==> src/rtl/tdc_hw_stats_pkg.sv <==
// Shared types and width helpers for the TDC Hamming-weight statistics block.
package tdc_stats_pkg;

   typedef enum logic [1:0] {
      ST_IDLE    = 2'd0,
      ST_ACCUM   = 2'd1,
      ST_READOUT = 2'd2
   } state_t;

   // Readout position: sum bytes, then min, then max (up to 16 bytes total).
   typedef logic [3:0] byte_idx_t;

   function automatic int calc_sum_w(input int hw_w, input int log2_samples);
      return hw_w + log2_samples;
   endfunction

   function automatic int calc_n_sum_bytes(input int sum_w);
      return (sum_w + 7) / 8;
   endfunction

endpackage

==> src/rtl/tdc_hw_stats_val_sync.sv <==
// Synchronises the asynchronous TDC valid strobe into clk and emits a
// one-cycle registered pulse on each rising edge.
module tdc_val_sync #(
   parameter int N_SYNC = 2
) (
   input  logic clk,
   input  logic rst_n,
   input  logic val_in,
   output logic edge_pulse
);

   logic [N_SYNC-1:0] sync_r;
   logic              sync_d_r;
   logic              pulse_r;

   // Synchroniser chain, delayed copy and registered rising-edge detect.
   always_ff @(posedge clk or negedge rst_n) begin
      if (!rst_n) begin
         sync_r   <= '0;
         sync_d_r <= 1'b0;
         pulse_r  <= 1'b0;
      end else begin
         sync_r   <= {sync_r[N_SYNC-2:0], val_in};
         sync_d_r <= sync_r[N_SYNC-1];
         pulse_r  <= sync_r[N_SYNC-1] & ~sync_d_r;
      end
   end

   assign edge_pulse = pulse_r;

endmodule

==> src/rtl/tdc_hw_stats.sv <==
// Batch statistics (sum/min/max/mean) over TDC Hamming-weight samples with a
// bytewise valid/ready readout of sum (LSB first), min and max.
module tdc_hw_stats
   import tdc_stats_pkg::*;
#(
   parameter int HW_W         = 7,
   parameter int LOG2_SAMPLES = 8,
   parameter int N_SYNC       = 2
) (
   input  logic            clk,
   input  logic            rst_n,
   input  logic            en,
   input  logic            start,
   input  logic [HW_W-1:0] hw_in,
   input  logic            val_in,
   output logic            busy,
   output logic            overrun,
   output logic [HW_W-1:0] mean,
   output logic [7:0]      rd_data,
   output logic            rd_valid,
   input  logic            rd_ready
);

   localparam int SUM_W       = calc_sum_w(HW_W, LOG2_SAMPLES);
   localparam int N_SUM_BYTES = calc_n_sum_bytes(SUM_W);
   localparam int SUM_PAD_W   = 8 * N_SUM_BYTES;
   localparam byte_idx_t              LAST_IDX = byte_idx_t'(N_SUM_BYTES + 1);
   localparam logic [LOG2_SAMPLES:0]  LAST_CNT = (LOG2_SAMPLES+1)'((1 << LOG2_SAMPLES) - 1);

   state_t                state_r, state_nxt_s;
   logic                  edge_s, edge_en_s;
   logic                  start_acc_s, last_pulse_s, hs_s, last_hs_s;
   logic [SUM_W-1:0]      sum_r, sum_add_s;
   logic [HW_W-1:0]       min_r, min_nxt_s, max_r, max_nxt_s;
   logic [LOG2_SAMPLES:0] count_r;
   byte_idx_t             idx_r;
   logic                  started_r;
   logic                  busy_r, busy_nxt_s, overrun_r, overrun_nxt_s;
   logic [HW_W-1:0]       mean_r;
   logic [7:0]            rd_data_r;
   logic                  rd_valid_r;

   function automatic logic [7:0] sel_byte(input byte_idx_t idx, input logic [SUM_W-1:0] s,
                                           input logic [HW_W-1:0] mn, input logic [HW_W-1:0] mx);
      logic [SUM_PAD_W-1:0] pad;
      logic [7:0]           r;
      pad          = '0;
      pad[SUM_W-1:0] = s;
      r            = 8'h00;
      for (int b = 0; b < N_SUM_BYTES; b++) begin
         if (idx == byte_idx_t'(b)) r = pad[8*b +: 8];
      end
      if (idx == byte_idx_t'(N_SUM_BYTES)) begin
         r            = 8'h00;
         r[HW_W-1:0]  = mn;
      end else if (idx == LAST_IDX) begin
         r            = 8'h00;
         r[HW_W-1:0]  = mx;
      end else begin
         r = r;
      end
      return r;
   endfunction

   tdc_val_sync #(.N_SYNC(N_SYNC)) u_val_sync (
      .clk        (clk),
      .rst_n      (rst_n),
      .val_in     (val_in),
      .edge_pulse (edge_s)
   );

   assign edge_en_s    = edge_s & en;
   assign start_acc_s  = (state_r == ST_IDLE) && start && en;
   assign last_pulse_s = (state_r == ST_ACCUM) && edge_en_s && (count_r == LAST_CNT);
   assign hs_s         = rd_valid_r && rd_ready;
   assign last_hs_s    = (state_r == ST_READOUT) && hs_s && (idx_r == LAST_IDX);
   assign sum_add_s    = sum_r + SUM_W'(hw_in);
   assign min_nxt_s    = (hw_in < min_r) ? hw_in : min_r;
   assign max_nxt_s    = (hw_in > max_r) ? hw_in : max_r;

   // State register.
   always_ff @(posedge clk or negedge rst_n) begin
      if (!rst_n) state_r <= ST_IDLE;
      else        state_r <= state_nxt_s;
   end

   // Next-state decode.
   always_comb begin
      state_nxt_s = state_r;
      case (state_r)
         ST_IDLE:    if (start_acc_s)  state_nxt_s = ST_ACCUM;   else state_nxt_s = ST_IDLE;
         ST_ACCUM:   if (last_pulse_s) state_nxt_s = ST_READOUT; else state_nxt_s = ST_ACCUM;
         ST_READOUT: if (last_hs_s)    state_nxt_s = ST_IDLE;    else state_nxt_s = ST_READOUT;
         default:    state_nxt_s = ST_IDLE;
      endcase
   end

   // Output decode; IDLE pulses only count as overrun once a batch has been started.
   always_comb begin
      busy_nxt_s    = (state_nxt_s != ST_IDLE);
      overrun_nxt_s = overrun_r;
      if (start_acc_s) begin
         overrun_nxt_s = 1'b0;
      end else if (edge_en_s && ((state_r == ST_READOUT) || ((state_r == ST_IDLE) && started_r))) begin
         overrun_nxt_s = 1'b1;
      end else begin
         overrun_nxt_s = overrun_r;
      end
   end

   // Accumulator, readout sequencing and registered outputs.
   always_ff @(posedge clk or negedge rst_n) begin
      if (!rst_n) begin
         sum_r      <= '0;
         min_r      <= '1;
         max_r      <= '0;
         count_r    <= '0;
         idx_r      <= '0;
         started_r  <= 1'b0;
         busy_r     <= 1'b0;
         overrun_r  <= 1'b0;
         mean_r     <= '0;
         rd_data_r  <= 8'h00;
         rd_valid_r <= 1'b0;
      end else begin
         busy_r    <= busy_nxt_s;
         overrun_r <= overrun_nxt_s;
         case (state_r)
            ST_IDLE: begin
               if (start_acc_s) begin
                  sum_r     <= '0;
                  min_r     <= '1;
                  max_r     <= '0;
                  count_r   <= '0;
                  idx_r     <= '0;
                  started_r <= 1'b1;
               end
            end
            ST_ACCUM: begin
               if (edge_en_s) begin
                  sum_r   <= sum_add_s;
                  min_r   <= min_nxt_s;
                  max_r   <= max_nxt_s;
                  count_r <= count_r + (LOG2_SAMPLES+1)'(1);
                  if (last_pulse_s) begin
                     mean_r     <= sum_add_s[SUM_W-1:LOG2_SAMPLES];
                     rd_valid_r <= 1'b1;
                     rd_data_r  <= sel_byte(byte_idx_t'(0), sum_add_s, min_nxt_s, max_nxt_s);
                  end
               end
            end
            ST_READOUT: begin
               if (hs_s) begin
                  if (idx_r == LAST_IDX) begin
                     rd_valid_r <= 1'b0;
                     rd_data_r  <= 8'h00;
                     idx_r      <= '0;
                  end else begin
                     idx_r     <= idx_r + byte_idx_t'(1);
                     rd_data_r <= sel_byte(idx_r + byte_idx_t'(1), sum_r, min_r, max_r);
                  end
               end
            end
            default: begin
               rd_valid_r <= 1'b0;
            end
         endcase
      end
   end

   assign busy     = busy_r;
   assign overrun  = overrun_r;
   assign mean     = mean_r;
   assign rd_data  = rd_data_r;
   assign rd_valid = rd_valid_r;

endmodule

==> config.mk <==
export PLATFORM = sky130hd
export DESIGN_NAME = tdc_hw_stats
export DESIGN_NICKNAME = d
export VERILOG_FILES = /design/src/rtl/tdc_hw_stats_pkg.sv /design/src/rtl/tdc_hw_stats_val_sync.sv /design/src/rtl/tdc_hw_stats.sv
export SDC_FILE = /design/constraint.sdc
export NUM_CORES = 1
export LEC_CHECK = 0
export CORE_MARGIN = 2
export CORE_UTILIZATION = 58
export CTS_CLUSTER_SIZE = 30
export DETAILED_ROUTE_END_ITERATION = 6
export PLACE_DENSITY = 0.85
export SETUP_SLACK_MARGIN = 0.15
export SYNTH_ARGS = -nofsm -noshare
export SYNTH_HDL_FRONTEND = slang
export SYNTH_SLANG_ARGS = --single-unit
==> constraint.sdc <==
create_clock -name clk -period 2.55 [get_ports clk]
set_clock_uncertainty 0.1 [all_clocks]
set_input_delay 0.255 -clock clk [delete_from_list [all_inputs] [get_ports clk]]
set_output_delay 0.255 -clock clk [all_outputs]
set_load 0.005 [all_outputs]
== Word-level counts from Yosys, hierarchy flattened ==
Cells that the tools add are included.
Operators by class
  add/subtract/negate cells: 3
  magnitude comparators: 2
  eq/ne operators: 14
  mux-type cells: 38
  bitwise gates (word level): 4
  reductions and logical operators: 25
Operators with widths (count)
  $mux 8: 8
  $mux 7: 6
  $mux 15: 2
  $pmux 15 s2: 1
  $pmux 7 s2: 2
  $mux 9: 2
  $pmux 9 s2: 1
  $pmux 8 s2: 1
  $add 15x7->15: 1
  $eq 4x2->1 const B: 3
  $mux 4: 3
  $reduce_and 4->1: 3
  $ne 2x2->1 const B: 5
  $reduce_bool 2->1: 5
  $add 9x1->9 const B: 1
  $eq 9x8->1 const B: 1
  $logic_and 1x1->1: 9
  $reduce_and 3->1: 3
  $pmux 4 s2: 1
  $gt 7x7->1: 1
  $lt 7x7->1: 1
  $mux 1: 7
  $pmux 2 s3: 1
  $reduce_and 5->1: 1
  13 further kinds: 17
Storage, ports and cells
  flip-flop bits (word level): 67
  bits of input ports: 13
  output and inout port bits: 18
  logic and storage cells: 101

== Longest topological paths before layout ==
Gate-level depths: netlist of the first run.
  depth in word-level cells: 9
  depth in mapped cells: 10
  mapped depth without buffers: 10

== Cells and area by module ==
From an unflattened synthesis of the first run, not the netlist that was laid out.
Second synthesis, totals
  cells, all modules: 420
  area total of the unflattened synthesis: 4077.7 µm²
By module, submodules not included
  tdc_hw_stats: times used 1, cells an instance 415, area each 3963.8 µm², seq. area each 1585.3 µm²
  tdc_val_sync: times used 1, cells an instance 5, area each 113.9 µm², seq. area each 100.1 µm²

== Worst setup path after synthesis of the first run ==
No wires, ideal clock.
  path type: reg2reg
  from: register sum_r[0]
  to: register sum_r[14]
  setup time: 0.124 ns
  arrival time: 1.952 ns
  required time: 2.326 ns
  slack: 0.374 ns
  cell stages (with the launch flop): 10
  path buffers: 0
  period minus slack after synthesis: 2.176 ns
  path through: dfrtp_1 > ha_1 > inv_1 > fa_1 > nor2b_4 > o31a_1 > o31a_4 > o2111ai_4 > mux2i_1 > o21ai_1
Between the ends
  cells in the longest elaborated chain, start to end: 3
Ends and longest elaborated chain
  start, declared: RTL line tdc_hw_stats.sv:33  | logic [SUM_W-1:0] sum_r, sum_add_s;
  start signal, assigned: RTL line tdc_hw_stats.sv:141  | sum_r <= sum_add_s;
  $add 15x7->15: RTL line tdc_hw_stats.sv:77  | assign sum_add_s = sum_r + SUM_W'(hw_in);
  $mux 15: RTL line tdc_hw_stats.sv:140  | if (edge_en_s) begin
  $pmux 15 s2: RTL line tdc_hw_stats.sv:128  | case (state_r)
Every way passes these cells. The select of a mux whose other input is x is not followed.
A chain may end at the register's enable or synchronous reset.

== Worst setup path after layout of the first run ==
Same ends and word-level chain as after synthesis.

==> results of run 1 <==
[logic make-up after synthesis]
family | count (synthesis) | synth area share (%)
and+or+nand+nor | 138 | 17.8
AOI/OAI and AO/OA | 120 | 20.3
adders and majority gates | 27 | 8.89
muxes | 9 | 2.35
buffers and inverters | 38 | 3.90
DFF | 67 | 43.4
xor gates and xnor gates | 15 | 3.38
[area by class of cell]
| type | count | share of cell area, % |
|---|---|---|
| multi-input combinational | 309 | 44.4 |
| sequential | 67 | 36.3 |
| timing repair buffer | 54 | 10.8 |
| clock buffer | 10 | 2.75 |
| tap | 77 | 2.07 |
| clock inverter | 6 | 1.94 |
| inverter | 22 | 1.78 |
[state kept, by name, indices dropped and copies added (netlist names)]
signal	count
min_r	7
started_r	1
u_val_sync.sync_r	2
rd_data	8
state_r	2
rd_valid	1
mean	7
sum_r	15
count_r	9
max_r	7
overrun	1
u_val_sync.edge_pulse	1
idx_r	4
u_val_sync.sync_d_r	1
busy	1
[path summary, 6_finish.rpt]
path | from | depth (start not counted) | end
max in group asynchronous | rst_n | 3 | min_r[5]
worst min register to register | u_val_sync.sync_r[0] | 0 | u_val_sync.sync_r[1]
worst min-delay path | val_in | 1 | u_val_sync.sync_r[0]
min in group asynchronous | rst_n | 2 | mean[3]
worst max register to register | sum_r[0] | 9 | sum_r[14]
worst max-delay path | sum_r[0] | 9 | sum_r[14]
[cell usage in the layout (no fill, tap or decap), types with 2 or more instances in the layout]
master and count:
a211oi_1 2, a21o_1 4, a21oi_1 29, a221oi_1 2, a22o_1 17, a22oi_1 2, a31oi_1 7, and2_1 2
and3_1 4, buf_12 2, buf_4 21, bufinv_16 2, clkbuf_8 9, clkdlybuf4s50_1 29, clkinv_4 2, dfrtp_1 60
dfstp_2 7, ha_1 25, inv_1 22, mux2i_1 8, nand2_1 40, nand2b_1 4, nand3_1 18, nand3b_1 3
nand4_1 5, nor2_1 37, nor2_2 2, nor2b_1 7, o211ai_1 2, o21a_1 5, o21ai_0 23, o21ai_1 12
o21ai_2 4, o22ai_1 4, o31ai_1 2, or3_1 6, xnor2_1 5, xor2_1 10
[where the power goes]
group | switching, W | total [W] | internal [W] | leakage, nW
Sequential | 0.000185 | 0.00149 | 0.00131 | 0.869
Combinational | 0.000696 | 0.00131 | 0.000611 | 1.15
Clock | 0.000426 | 0.000978 | 0.000552 | 0.106
Total | 0.00131 | 0.00378 | 0.00247 | 2.13
[timing repair]
item / 4_1_cts / 5_1_grt
hold buffers: 1 / 0
endpoints found under the setup margin: 0 / 10
buffers inserted: 0 / 1
endpoints found under the hold margin: 20 / 0
resized for setup: 0 / 5
[layer usage]
metal,GRT usage (%),wire length [µm],vias up
met4,9.96,155,0
met3,4.04,574,17
met2,43.8,4550,125
li1,-,-,1569
met5,0,0,-
met1,38.7,4150,1607
[metrics by stage]
step	setup TNS [ns]	instance area, µm²
2_1_floorplan	0	3880
3_3_place_gp	-0.233	4400
3_5_place_dp	-0.672	4400
4_1_cts	0	4620
5_1_grt	0	4650
6_report	0	4650
==> results.sh, run 1 <==
export IMPL_status="complete, but fails checks"
export IMPL_violations="DRC"
export IMPL_dp_cells=527
export IMPL_cp_required_ns=2.69
export IMPL_synth_async_sr_flop_share_pct=100
export IMPL_slowest_stage="dfrtp_1"
export IMPL_ys_ff_latch=67
export IMPL_cts_root_buf="clkbuf_8"
export IMPL_syn_nets=454
export IMPL_vias=3318
export IMPL_grt_antenna_before_repair=0
export IMPL_grt_usage_pct=27.5
export IMPL_cp_num_buf_inv=1
export IMPL_insertedDiodeCount=0
export IMPL_p_per_area_nw_per_um2=813
export IMPL_wl_per_cell_um=17.3
export IMPL_dieHeight_um=85.8
export IMPL_finalCritPeriodShare_pct=90.7
export IMPL_syn2layout_area_growth_pct=19.7
export IMPL_rows=29
export IMPL_fin_util_pct=72.3
export IMPL_timing_hold_ws_ns=0.246
export IMPL_end_kind="register"
export IMPL_grt_pass1_wl_mm=15.6
export IMPL_seq_area_frac_synth_pct=43.4
export IMPL_fillCellCount=452
export IMPL_ios=31
export IMPL_ys_top_cells_by_count="dfrtp_1, nand2_1, nor2_1"
export IMPL_ff_latch_area_um2=1690
export IMPL_p_leak_nw=2.13
export IMPL_drtIter0Drc=346
export IMPL_finalMaxSlewViolations=0
export IMPL_gp_congestion=0.970
export IMPL_avgSynthCellArea_um2=9.38
export IMPL_fp_dieW_um=85.8
export IMPL_peakVddDrop_uv=440
export IMPL_initial_core_util_pct=60.5
export IMPL_cp_top_family="compound AO/OA/AOI/OAI gates"
export IMPL_core_um2=6420
export IMPL_routed_wl_mm=9.43
export IMPL_multi_input_area_um2=2060
export IMPL_postRouteAntennaNets=0
export IMPL_clock_latency_ns=0.35
export IMPL_io_buffers=30
export IMPL_synth_flop_cell="dfrtp_1"
export IMPL_synth_most_common_cell="dfrtp_1"
export IMPL_reg2reg_slack_ns=0.24
export IMPL_pre_cts_slack_ns=-0.114
export IMPL_hpwl_mm=6.87
export IMPL_drc_errors=2
export IMPL_crit_path_start_kind="register"
export IMPL_fmax_mhz=432
export IMPL_grt_max_degree=31
export IMPL_clock_sinks=67
export IMPL_worst_setup_path_type="register to register"
export IMPL_synth_warnings=0
export IMPL_grt_remaining_overflow=0
export IMPL_min_period_ns=2.31
export IMPL_total_power_w=0.00378
export IMPL_worstPathArrival_ns=2.45
export IMPL_cts_tree="yes"
export IMPL_clk_path_buf_depth=2
export IMPL_path_max_fanout=5
export IMPL_htree_num_levels=3
export IMPL_maxCapViolations=0
export IMPL_yosysUniqueCellTypes=50
export IMPL_path_cells="ha_2 > inv_1 > fa_2 > nor2b_4 > o31a_1 > o31a_4 > o2111ai_4 > mux2i_1 > o21ai_1"
export IMPL_synth_edff_count=0
export IMPL_finalNonFillerCells=545
export IMPL_slew_limit_headroom_pct=51.9
export IMPL_hold_viol_final=0
export IMPL_netlist_top_cells_area="dfrtp_1, ha_1, dfstp_2"
export IMPL_clkTransAtPathRegs_ns=0.07
export IMPL_firstDrtPassIters=7
export IMPL_synthCells=414
export IMPL_synth_top_area_share_pct=38.7
export IMPL_die_area_um2=7360
export IMPL_worst_pin_slew_ns=0.720
export IMPL_fin_ws_ns=0.237
export IMPL_setup_violations=0
export IMPL_grt_pass1_vias=3199
export IMPL_layout_nets=503
export IMPL_yosys_area_top_type="dfrtp_1"
export IMPL_rsz0062_at_grt="no"
export IMPL_syn_cell_area_um2=3880
export IMPL_drive_gt1_share_pct=13.5
export IMPL_critical_path_max_stage_delay_ns=0.41
export IMPL_hold_path_class="input pin to register"
export IMPL_cts_buffers=9
export IMPL_drt_vias_per_instance=6.09
No activity file was read; power rests on OpenSTA's default activity.
==> run 2: changes to the inputs <==
--- a/config.mk
+++ b/config.mk
@@ -5,6 +5,7 @@
 export SDC_FILE = /design/constraint.sdc
 export NUM_CORES = 1
 export LEC_CHECK = 0
+export CAP_MARGIN = 20
 export CORE_MARGIN = 2
 export CORE_UTILIZATION = 58
 export CTS_CLUSTER_SIZE = 30
==> run 2 against run 1 <==
Register-to-register slack about the same. Sequential cell count stayed put. Non-clock buffer count grew 1. Critical path type unchanged. Wire length hardly changed. Sequential power about the same. The run still ends with DRC left. Via count decreased by 0.21%. Largest power group unchanged. Die area unchanged. Combinational power hardly changed.
==> results.sh, run 2 (synthesis gave the netlist of run 1 again) <==
export IMPL_status="complete, but fails checks"
export IMPL_violations="DRC"
export IMPL_hold_path_class="input pin to register"
export IMPL_htree_num_levels=3
export IMPL_fin_ws_ns=0.233
export IMPL_grt_remaining_overflow=0
export IMPL_slowest_stage="dfrtp_1"
export IMPL_reg2reg_slack_ns=0.23
export IMPL_p_per_area_nw_per_um2=812
export IMPL_largest_reg_flops=15
export IMPL_internal_power_w=0.00247
export IMPL_combPwrFrac_pct=34.6
export IMPL_insertedDiodeCount=0
export IMPL_postLayoutCellArea_um2=4650
export IMPL_critical_path_max_stage_delay_ns=0.42
export IMPL_cts_buffers=9
export IMPL_placed_cell_area_um2=4400
export IMPL_worst_setup_path_type="register to register"
export IMPL_io_buffers=30
export IMPL_drt_vias_per_instance=6.06
export IMPL_drc_errors=2
export IMPL_layout_nets=504
export IMPL_maxCapViolations=0
export IMPL_routed_wl_mm=9.43
export IMPL_seqPwrFrac_pct=39.5
export IMPL_pwr_share_clk_pct=26.0
export IMPL_grt_antenna_before_repair=0
export IMPL_clock_latency_ns=0.35
export IMPL_hold_viol_final=0
export IMPL_path_max_fanout=5
export IMPL_clkTransAtPathRegs_ns=0.08
export IMPL_cp_num_buf_inv=1
export IMPL_final_cell_mix="dfrtp_1, nand2_1, nor2_1, a21oi_1, clkdlybuf4s50_1"
export IMPL_finalMaxSlewViolations=0
export IMPL_initial_core_util_pct=60.5
export IMPL_core_um2=6420
export IMPL_drtIter0Drc=258
export IMPL_firstDrtPassIters=7
export IMPL_finalCritPeriodShare_pct=90.9
export IMPL_dp_cells=527
export IMPL_swShare_pct=34.6
export IMPL_p_sw_w=0.00131
export IMPL_worstPathArrival_ns=2.46
export IMPL_drive_gt1_share_pct=13.2
export IMPL_wl_per_cell_um=17.3
export IMPL_syn2layout_area_growth_pct=19.7
export IMPL_vias=3311
export IMPL_cp_top_family="compound AO/OA/AOI/OAI gates"
export IMPL_pre_cts_slack_ns=-0.114
export IMPL_rsz0062_at_grt="no"
export IMPL_largest_register="sum_r"
export IMPL_clock_sinks=67
export IMPL_fin_util_pct=72.4
export IMPL_grt_pass1_wl_mm=15.6
export IMPL_cts_tree="yes"
export IMPL_setup_violations=0
export IMPL_crit_path_start_kind="register"
export IMPL_dieHeight_um=85.8
export IMPL_clk_path_buf_depth=2
export IMPL_grt_pass1_vias=3199
export IMPL_finalNonFillerCells=546
export IMPL_gp_congestion=0.970
export IMPL_final_common_cell="dfrtp_1"
export IMPL_fmax_mhz=432
export IMPL_ios=31
export IMPL_die_area_um2=7360
export IMPL_grt_usage_pct=27.5
export IMPL_rows=29
export IMPL_end_kind="register"
export IMPL_cp_required_ns=2.69
export IMPL_worst_pin_slew_ns=0.525
export IMPL_peakVddDrop_uv=440
export IMPL_slew_limit_headroom_pct=65.0
export IMPL_grt_max_degree=31
export IMPL_path_cells="ha_2 > inv_1 > fa_2 > nor2b_4 > o31a_1 > o31a_4 > o2111ai_4 > mux2i_1 > o21ai_1"
export IMPL_p_leak_nw=2.13
export IMPL_cts_root_buf="clkbuf_8"
export IMPL_postRouteAntennaNets=0
export IMPL_fp_dieW_um=85.8
export IMPL_min_period_ns=2.32
export IMPL_hpwl_mm=6.87
-- run 2: cell types whose count changed in the layout (fill, tap and decap cells not counted) --
cell / delta
nor2_1: +1
a221oi_1: +1
nor2_2: -1
a221oi_2: -1
buf_6: +1
-- run 2: area by class of cell --
cell class                      instances  area (µm²)
Inverter                               22        82.6
Fill cell                             450        1770
Clock buffer                           10         128
Timing Repair Buffer                   55         514
Multi-Input combinational cell        309        2050
Tap cell                               77        96.3
Clock inverter                          6        90.1
Sequential cell                        67        1690
-- run 2: worst paths after layout --
path                       cells after the start            startpoint                    to
setup / recovery                               9              sum_r[0]             sum_r[14]
hold / removal                                 1                val_in  u_val_sync.sync_r[0]
setup reg to reg                               9              sum_r[0]             sum_r[14]
hold reg to reg                                0  u_val_sync.sync_r[0]  u_val_sync.sync_r[1]
max in group asynchronous                      3                 rst_n              min_r[5]
min in group asynchronous                      2                 rst_n              sum_r[3]
-- run 2: per-stage QoR --
| stage | hold WS [ns] | power (W) | setup TNS (ns) |
|---|---|---|---|
| floorplan | -0.141 | 0.00235 | 0 |
| global placement | 0.152 | 0.00270 | -0.233 |
| detailed placement | 0.160 | 0.00276 | -0.672 |
| CTS | 0.244 | 0.00374 | 0 |
| global route | 0.239 | 0.00400 | 0 |
| finish | 0.244 | 0.00378 | 0 |
-- run 2: repair_timing --
action / 4_1_cts / 5_1_grt
setup endpoints to repair: 0 / 6
resized for setup: 0 / 3
endpoints found under the hold margin: 20 / 0
hold buffers: 1 / 0
setup buffers: 0 / 1
-- run 2: power by group through the flow --
stage	Clock, W	Sequential [W]	Combinational, W
after detailed placement	0	0.00150	0.00126
after global placement	0	0.00149	0.00121
final	0.000980	0.00149	0.00131
after CTS	0.000982	0.00148	0.00127
after floorplan	0	0.00144	0.000912
after global routing	0.00103	0.00151	0.00146
-- run 2: per-layer routing --
metal	up-vias	part of all wire [%]	GRT usage [%]	wire length, µm
met5	-	0	0	0
li1	1572	-	-	-
met2	110	48	43.8	4550
met3	14	5.6	4.04	528
met1	1615	45	38.7	4240
met4	0	1.2	9.96	117
==> run 3: changes to the inputs <==
--- a/config.mk
+++ b/config.mk
@@ -10,6 +10,7 @@
 export CORE_UTILIZATION = 58
 export CTS_CLUSTER_SIZE = 30
 export DETAILED_ROUTE_END_ITERATION = 6
+export HOLD_SLACK_MARGIN = 0.08
 export PLACE_DENSITY = 0.85
 export SETUP_SLACK_MARGIN = 0.15
 export SYNTH_ARGS = -nofsm -noshare
==> results of run 3 <==
Same layout as run 2: the final DEF is identical, and so are final timing and power.
